==> src/rtl/semaforo_pkg.sv <==
// Shared definitions for the semaforo input path: debounce FSM encoding and
// tick constants for the 10 kHz LF clock.
package semaforo_pkg;

    typedef enum logic [1:0] {
        StIdle        = 2'd0,
        StPressWait   = 2'd1,
        StPressed     = 2'd2,
        StReleaseWait = 2'd3
    } deb_state_e;

    localparam int unsigned DEB_20MS = 200;
    localparam int unsigned LONG_2S  = 20000;

endpackage

==> src/rtl/debounce_channel.sv <==
// One conditioned input channel: 2-FF synchronizer, debounce FSM with
// registered level/press/release/long-press outputs.
module debounce_channel
    import semaforo_pkg::*;
#(
    parameter int unsigned DEB_TICKS  = DEB_20MS,
    parameter int unsigned LONG_TICKS = LONG_2S
) (
    input  logic clk,
    input  logic rst_n,
    input  logic din,
    output logic level,
    output logic press_p,
    output logic release_p,
    output logic long_p
);

    localparam int unsigned DW = $clog2(DEB_TICKS);
    localparam int unsigned LW = $clog2(LONG_TICKS + 1);
    localparam logic [DW-1:0] DEB_LAST  = DW'(DEB_TICKS - 1);
    localparam logic [LW-1:0] LONG_MAX  = LW'(LONG_TICKS);
    localparam logic [LW-1:0] LONG_PRE  = LW'(LONG_TICKS - 1);

    if (DEB_TICKS < 2 || LONG_TICKS <= DEB_TICKS) begin : g_bad_params
        $error("debounce_channel: need DEB_TICKS >= 2 and LONG_TICKS > DEB_TICKS");
    end

    logic          sync1;
    logic          sync2;
    deb_state_e    state;
    logic [DW-1:0] dcnt;
    logic [LW-1:0] lcnt;

    always_ff @(posedge clk or negedge rst_n) begin
        if (!rst_n) begin
            sync1     <= 1'b0;
            sync2     <= 1'b0;
            state     <= StIdle;
            dcnt      <= '0;
            lcnt      <= '0;
            level     <= 1'b0;
            press_p   <= 1'b0;
            release_p <= 1'b0;
            long_p    <= 1'b0;
        end else begin
            sync1     <= din;
            sync2     <= sync1;
            press_p   <= 1'b0;
            release_p <= 1'b0;
            long_p    <= 1'b0;
            unique case (state)
                StIdle: begin
                    level <= 1'b0;
                    lcnt  <= '0;
                    if (sync2) begin
                        state <= StPressWait;
                        dcnt  <= DW'(1);
                    end else begin
                        dcnt  <= '0;
                    end
                end
                StPressWait: begin
                    if (!sync2) begin
                        state <= StIdle;
                        dcnt  <= '0;
                    end else if (dcnt == DEB_LAST) begin
                        state   <= StPressed;
                        level   <= 1'b1;
                        press_p <= 1'b1;
                        dcnt    <= '0;
                        lcnt    <= '0;
                    end else begin
                        dcnt <= dcnt + 1'b1;
                    end
                end
                StPressed: begin
                    // Saturating long count; the single step into LONG_MAX is the pulse.
                    if (lcnt != LONG_MAX) begin
                        lcnt   <= lcnt + 1'b1;
                        long_p <= (lcnt == LONG_PRE);
                    end
                    if (!sync2) begin
                        state <= StReleaseWait;
                        dcnt  <= DW'(1);
                    end
                end
                StReleaseWait: begin
                    // Long count is held here so release chatter cannot discard it.
                    if (sync2) begin
                        state <= StPressed;
                        dcnt  <= '0;
                    end else if (dcnt == DEB_LAST) begin
                        state     <= StIdle;
                        level     <= 1'b0;
                        release_p <= 1'b1;
                        dcnt      <= '0;
                    end else begin
                        dcnt <= dcnt + 1'b1;
                    end
                end
                default: begin
                    state <= StIdle;
                end
            endcase
        end
    end

endmodule

==> src/rtl/button_conditioner.sv <==
// Conditions raw GPIO buttons for semaforo: polarity normalization followed by
// one independent debounce_channel per input.
module button_conditioner
    import semaforo_pkg::*;
#(
    parameter int unsigned N_CH       = 3,
    parameter int unsigned DEB_TICKS  = DEB_20MS,
    parameter int unsigned LONG_TICKS = LONG_2S,
    parameter int unsigned ACTIVE_LOW = 1
) (
    input  logic            CLK,
    input  logic            reset,
    input  logic [N_CH-1:0] raw_in,
    output logic [N_CH-1:0] level,
    output logic [N_CH-1:0] press_p,
    output logic [N_CH-1:0] release_p,
    output logic [N_CH-1:0] long_p
);

    logic [N_CH-1:0] pressed_raw;

    assign pressed_raw = (ACTIVE_LOW != 0) ? ~raw_in : raw_in;

    for (genvar i = 0; i < N_CH; i++) begin : g_ch
        debounce_channel #(
            .DEB_TICKS  (DEB_TICKS),
            .LONG_TICKS (LONG_TICKS)
        ) u_ch (
            .clk       (CLK),
            .rst_n     (reset),
            .din       (pressed_raw[i]),
            .level     (level[i]),
            .press_p   (press_p[i]),
            .release_p (release_p[i]),
            .long_p    (long_p[i])
        );
    end

endmodule

==> config.mk <==
export PLATFORM = sky130hd
export DESIGN_NAME = button_conditioner
export DESIGN_NICKNAME = d
export VERILOG_FILES = /design/src/rtl/semaforo_pkg.sv /design/src/rtl/debounce_channel.sv /design/src/rtl/button_conditioner.sv
export SDC_FILE = /design/constraint.sdc
export NUM_CORES = 1
export LEC_CHECK = 0
export CAP_MARGIN = 5
export CELL_PAD_IN_SITES_DETAIL_PLACEMENT = 1
export CELL_PAD_IN_SITES_GLOBAL_PLACEMENT = 2
export CORE_ASPECT_RATIO = 0.5
export CORE_MARGIN = 5
export CORE_UTILIZATION = 43
export DETAILED_ROUTE_END_ITERATION = 7
export GPL_TIMING_DRIVEN = 0
export PLACE_DENSITY = 0.9
export SLEW_MARGIN = 30
export SYNTH_ARGS = -nofsm -noshare
export SYNTH_HDL_FRONTEND = slang
export SYNTH_SLANG_ARGS = --single-unit
==> constraint.sdc <==
create_clock -name CLK -period 3.95 [get_ports CLK]
set_input_delay 0.395 -clock CLK [delete_from_list [all_inputs] [get_ports CLK]]
set_output_delay 0.395 -clock CLK [all_outputs]
set_load 0.005 [all_outputs]
==> results of run 1 <==
[power by group through the flow]
stage | combinational, mW | sequential (mW) | clock (mW)
after CTS | 0.0861 | 0.970 | 0.928
after detailed placement | 0.0861 | 0.988 | 0
after global routing | 0.0954 | 0.970 | 0.972
after floorplan | 0.0444 | 0.985 | 0
final | 0.0833 | 0.970 | 0.903
after global placement | 0.0808 | 0.988 | 0
[metrics by stage]
stage	power [mW]	hold WS, ns	std cells
final	1.96	0.0172	681
after global routing	2.04	0.0554	681
after CTS	1.98	0.0376	681
after detailed placement	1.07	0.340	665
after global placement	1.07	0.333	664
after floorplan	1.03	0.0994	503
[cells by family (layout without fill, tap and decap cells)]
kind of cell,count (synthesis),count (layout),synth area share (%)
simple gates,212,212,24.3
xor+xnor,44,44,7.83
mux,6,6,1.30
buf+inv,57,90,5.54
flops,93,93,47.3
fa+ha+maj,11,11,2.80
compound gates,80,80,11.0
[worst paths after layout]
| path | endpoint | from |
|---|---|---|
| max | g_ch[1].u_ch.dcnt[6] | g_ch[1].u_ch.dcnt[1] |
| min | g_ch[0].u_ch.dcnt[6] | reset |
| max reg2reg | g_ch[1].u_ch.dcnt[6] | g_ch[1].u_ch.dcnt[1] |
| min reg2reg | g_ch[1].u_ch.sync2 | g_ch[1].u_ch.sync1 |
| max in group asynchronous | g_ch[2].u_ch.lcnt[5] | reset |
| min in group CLK | g_ch[1].u_ch.sync2 | g_ch[1].u_ch.sync1 |
[routing by layer]
| layer | routed length [µm] | share of wire [%] | up-vias |
|---|---|---|---|
| li1 | - | - | 1837 |
| met2 | 5350 | 49 | 30 |
| met3 | 218 | 2.0 | 8 |
| met5 | 0 | 0 | - |
| met4 | 87 | 0.80 | 0 |
| met1 | 5280 | 48 | 1880 |
[cell type report]
type	instances	share of cell area (%)
multi-input combinational	353	41.5
clock buffer	13	4.83
buffer	27	2.86
timing repair buffer	17	3.24
tap	145	3.24
inverter	30	2.01
clock inverter	3	0.760
sequential	93	41.6
[registers in the layout, summed over array words and instances, names as in the netlist, named ones only]
name,count
g_ch.u_ch.dcnt,24
g_ch.u_ch.lcnt,45
g_ch.u_ch.level,3
g_ch.u_ch.long_p,3
g_ch.u_ch.press_p,3
g_ch.u_ch.release_p,3
g_ch.u_ch.state,3
g_ch.u_ch.sync1,3
g_ch.u_ch.sync2,3
[layout by cell type (no fill, tap or decap), types with 7 or more instances in the layout]
master	count
clkdlybuf4s50_1	15
ha_1	11
nand2_1	34
nor3b_1	10
a21oi_1	29
nor2_1	46
buf_4	12
clkbuf_1	10
nand4_1	17
o21ai_0	12
nand3_1	18
inv_1	29
nand3b_1	7
clkbuf_16	9
xor2_1	7
dfrtp_1	93
xnor2_1	37
nor4_1	15
nor3_1	19
[worst reg2reg max path, cell delays in order, from the launching register on]
cell	delay, ns
dfrtp_1	0.41
ha_1	0.22
nor3b_4	0.34
a211oi_1	0.13
o21ai_0	0.58
a21oi_1	0.17
==> metrics, run 1 <==
via count 3755; part of the power in combinational logic 4.3%; final count of negative-setup-slack endpoints 0; Max Clock Skew 0.00646 ns; H-tree depth 3; flop2flop setup slack 1.94 ns; CP endpoint kind flip-flop; P_int 1.53 mW; row cnt 27; routed vias/inst 5.51; Routed WL per cell 16.1 µm; PostCTS Resize Cnt 0; post-place instance area 5290 µm²; Hold Fails Final Rpt 0; period utilization 50.8%; Seq cells post-synth 93; switching power summed over all nets 0.427 mW; Cell Area, Synth 4920 µm²; RSZ-0062 raised after global routing no; area occupied by multi-input gates 2320 µm²; GRT met2 Usage 30.1%; Yosys top cell by area dfrtp_1; met3 Use GR 4.08%; delay-heaviest family, CP compound AO/OA/AOI/OAI gates; Power Density 349 nW/µm²; slowest stage cell, crit path o21ai_0; CP startpoint kind flip-flop; nets 547; Clock Root Buffer clkbuf_16; Synth top cells by count 93 x dfrtp_1, 46 x nor2_1, 37 x xnor2_1; sequential share of the synthesized area 47.3%; CP peak stage delay 0.58 ns; # Post-CTS Setup Buffers 0; Post-Place Setup Slack 1.92 ns; fin crit period 2.01 ns; DP HPWL 7770 µm; Mapped Nets 519; most frequent cell after synthesis dfrtp_1; fraction of layout cells with a size suffix above 1 9.51%; gr ovfl total 0; number of flops mapped to enable cells by yosys 0; Cell Chain, Critical Path ha_1 -> nor3b_4 -> a211oi_1 -> o21ai_0 -> a21oi_1; drt drc 0; Final Util 50.5%; count of cell types in the netlist 61; clk_lat worst skew 0.34 ns; MaxCap Viol Count 0; initial antenna violation count 0; Syn Area/Cell 9.79 µm²; Core ar. 11100 µm²; Async SR Flop Fraction 100%; worst endpoint required time 4.13 ns; Pleak 2.22 nW; PortBufs 16; DR iter-0 viols 192; RD Place Congestion 0.736; All-Layer GR Usage 16.9%; flip-flop and latch area 2330 µm²; pin count of the biggest net entering global routing 59; DR pass1 iterations 4; fin. max-slew vios 0; Die Y 85.7 µm; vias in the first global route 4063; Sink Count 93; top_reg_cell synth dfrtp_1; CP arrival 2.18 ns; CTS Buffer Depth 2; Clock power frac 46.2%; I/O pins 17; Hold WC Path Type input pin to async pin; synthesized instance count 503; DRT Wirelength 10900 µm; Area Overhead vs Synth 13.7%; Peak supply drop 0.182 mV; CP Class flip-flop to flip-flop; CTS Buf Count 9; antenna viol nets, final 0; global routing's busiest layer met2; fmax 498 MHz; leading post-synthesis cells by cell area dfrtp_1 47%, xnor2_1 6.6%, nor2_1 3.5%, a21oi_1 2.9%, ha_1 2.8%; final instance area 5600 µm²; CTS tree built; setup ws final 1.94 ns; Die Area 13800 µm²; status finished clean; Synth top area share 47.3%; Worst Tran Pin Value 0.687 ns; hold_buf cts 0; CP bufs+invs 0; R2R cell count 5; Starting Density 44.4%; Slew HR 53.7%; Layout fillers 1260; M1 GR Usage 21.1%; CP Depth 5; Die Width 161 µm; Yosys Warn Count 0; register share of total power 49.6%; # diodes 0; worst-path fanout max 6; final setup TNS 0 ns; Sw Share 21.9%; Worst-path clk slew 0.06 ns; first-pass GRT wire length 19400 µm
(Power assumes the default switching activity.)
==> run 2: changes to the inputs <==
CORE_UTILIZATION = 40   (was 43)
PLACE_DENSITY = 0.85   (was 0.9)
clock period = 1.9 ns   (was 3.95 ns; I/O delays follow)
==> metrics, run 2 (same netlist as run 1, synthesis figures left out) <==
worst r2r dst g_ch[1].u_ch.lcnt[13]; H-tree depth 3 (unchanged); CP Class flip-flop to flip-flop; CP arrival 2.12 ns (-0.06 ns); drt drc 0 (unchanged); biggest regs g_ch.u_ch.lcnt x45, g_ch.u_ch.dcnt x24; gr ovfl total 0 (unchanged); Die Width 167 µm (+3.5%); FF-to-FF Start g_ch[1].u_ch.dcnt[1]; worst-path fanout max 5 (-1); CTS Buffer Depth 2 (unchanged); fin crit period 1.85 ns (-0.160 ns); first-pass GRT wire length 19900 µm (+2.5%); Biggest register g_ch.u_ch.lcnt; Power Density 713 nW/µm² (+100%); Hold Fails Final Rpt 0 (unchanged); Slew HR 65.4% (+12 points); Starting Density 41.3% (-3.1 points); fmax 542 MHz (+8.7%); commonest non-fill, non-tap cell in the layout dfrtp_1; pin count of the biggest net entering global routing 58 (-1.7%); nets 558 (+2.0%); Worst Hold Launch raw_in[2]; Die Area 14800 µm² (+6.8%); max reg flops 45 (unchanged); clk_lat worst skew 0.34 ns (about the same); Clock Root Buffer clkbuf_16; Max Clock Skew 0.00997 ns (+0.00351 ns); CP endpoint kind flip-flop; flop2flop setup slack 0.05 ns (-1.89 ns); commonest non-fill, non-tap cells in the layout 92 x dfrtp_1, 46 x nor2_1, 37 x xnor2_1, 34 x nand2_1, 29 x inv_1; routed vias/inst 5.39 (-2.2%); status finished clean; fin. max-slew vios 0 (unchanged); CTS Buf Count 9 (unchanged); All-Layer GR Usage 16.3% (-0.54 points); fraction of layout cells with a size suffix above 1 13.2% (+3.6 points); R2R cell count 5 (unchanged); final count of negative-setup-slack endpoints 0 (unchanged); DR iter-0 viols 171 (-11%); Fin Hold WS 0.324 ns (+0.307 ns); CP startpoint kind flip-flop; Area Overhead vs Synth 17.8%; Routed WL per cell 15.8 µm (-1.6%); hold endpoint g_ch[2].u_ch.sync1; Finished Layout Cells 712 (+4.6%); post-place instance area 5320 µm² (+0.62%); Hold WC Path Type input pin to flip-flop; I/O pins 17 (unchanged); Sink Count 93 (unchanged); Peak supply drop 0.376 mV (+110%); final instance area 5800 µm² (+3.6%); CP peak stage delay 0.51 ns (-0.07 ns); DP HPWL 7510 µm (-3.3%); # diodes 0 (unchanged); RD Place Congestion 0.774 (+5.1%); antenna viol nets, final 0 (unchanged); area occupied by multi-input gates 2410 µm² (+3.6%); slowest stage cell, crit path or4_4; CTS tree built; PortBufs 16 (unchanged); period utilization 97.2% (+46 points); DR pass1 iterations 4 (unchanged); Cell Chain, Critical Path ha_2 -> nor3b_4 -> a31oi_4 -> or4_4 -> a21oi_2; MaxCap Viol Count 0 (unchanged); worst endpoint required time 2.17 ns (-1.96 ns); via count 3839 (+2.2%); Hold Crit Depth 2; vias in the first global route 3974 (-2.2%); Worst-path clk slew 0.07 ns (about the same); placed cells 685 (+3.0%); Worst Tran Pin Value 0.519 ns (-0.168 ns); row cnt 28 (+3.7%); Layout fillers 1364 (+8.3%); Die Y 88.5 µm (+3.3%); Pleak 2.28 nW (+3.0%); DRT Wirelength 11200 µm (+2.9%); initial antenna violation count 0 (unchanged); Core ar. 11900 µm² (+7.5%); flip-flop and latch area 2330 µm² (about the same)
==> run 2: changes by cell type in the layout (fill, tap and decap cells not counted), moves of 3 or more <==
cell / delta
a21oi_1: -3
o21ai_1: +3
buf_2: -3
buf_4: +10
clkbuf_8: -3
nor3b_1: -3
o21ai_0: -3
nor3b_2: +3
==> run 2: area by class of cell <==
| type | instances | share of cell area, % |
|---|---|---|
| plain buffers | 27 | 2.89 |
| clock buffers | 12 | 4.08 |
| clock inverters | 4 | 1.25 |
| inverters | 30 | 1.94 |
| multi-input cells | 354 | 41.5 |
| flip-flops and latches | 93 | 40.2 |
| well taps | 165 | 3.56 |
| repair buffers | 27 | 4.60 |
==> run 2: power by group <==
group	total, mW	internal, mW	leakage, nW	switching, mW
Sequential	2.02	2.00	1.27	0.0196
Combinational	0.198	0.0680	0.866	0.130
Clock	1.92	1.15	0.147	0.762
==> run 2: metal layers <==
metal  up-vias  wire [µm]  track usage [%]  share of wire [%]
li1       1868          -                -                  -
met4         0        127             4.60                1.1
met5         -          0                0                  0
met1      1933       5470             21.3                 49
met2        27       5420             28.2                 48
met3        11        222             3.39                2.0
==> run 2: per-stage QoR <==
step                      setup TNS, ns  setup WS, ns  util (%)  power [mW]
final                                 0        0.0534      48.7        4.13
after global routing             -0.132       -0.0274      48.7        4.30
after CTS                             0       0.00158      47.7        4.17
after detailed placement          -2.80        -0.167      44.7        2.23
after global placement          -273.54         -2.93      44.4        2.22
after floorplan                       0         0.137         -        2.14
==> run 2: critical path: cells and delay by family, from the launching register on <==
kind                     cells  cell delay (ns)
AND/OR/NAND/NOR              2             0.82
flip-flops                   1             0.41
AO/OA/AOI/OAI                2             0.33
adder cells (fa/ha/maj)      1             0.21
==> run 2: how the worst max path moves through the flow <==
stage                                     from                     to  slack (ns)  depth (start not counted)
after floorplan           g_ch[1].u_ch.dcnt[0]  g_ch[1].u_ch.lcnt[13]        0.14                          5
after global placement                   reset  g_ch[2].u_ch.lcnt[14]       -2.93                          1
after global routing      g_ch[1].u_ch.dcnt[1]   g_ch[1].u_ch.lcnt[9]       -0.03                          5
final                     g_ch[1].u_ch.dcnt[1]  g_ch[1].u_ch.lcnt[13]        0.05                          5
after CTS                 g_ch[1].u_ch.dcnt[0]  g_ch[1].u_ch.lcnt[13]       0.002                          5
after detailed placement  g_ch[0].u_ch.dcnt[0]  g_ch[0].u_ch.lcnt[14]       -0.17                          6
==> run 2: what timing repair did <==
action / in CTS / in global routing
hold buffers: 1 / 0
resized for setup: 4 / 19
endpoints found under the setup margin: 30 / 52
endpoints found under the hold margin: 36 / 0
gates cloned: 0 / 1
buffers inserted: 4 / 5
pin swaps: 1 / 4
==> run 3: changes to the inputs <==
--- a/config.mk
+++ b/config.mk
@@ -14,2 +14,3 @@
 export DETAILED_ROUTE_END_ITERATION = 7
+export GPL_ROUTABILITY_DRIVEN = 0
 export GPL_TIMING_DRIVEN = 0
--- a/constraint.sdc
+++ b/constraint.sdc
@@ -3,2 +3,2 @@
 set_output_delay 0.19 -clock CLK [all_outputs]
-set_load 0.005 [all_outputs]
+set_load 0.05 [all_outputs]
==> results of run 3 <==
The final DEF is identical to that of run 2. Status: finished clean.
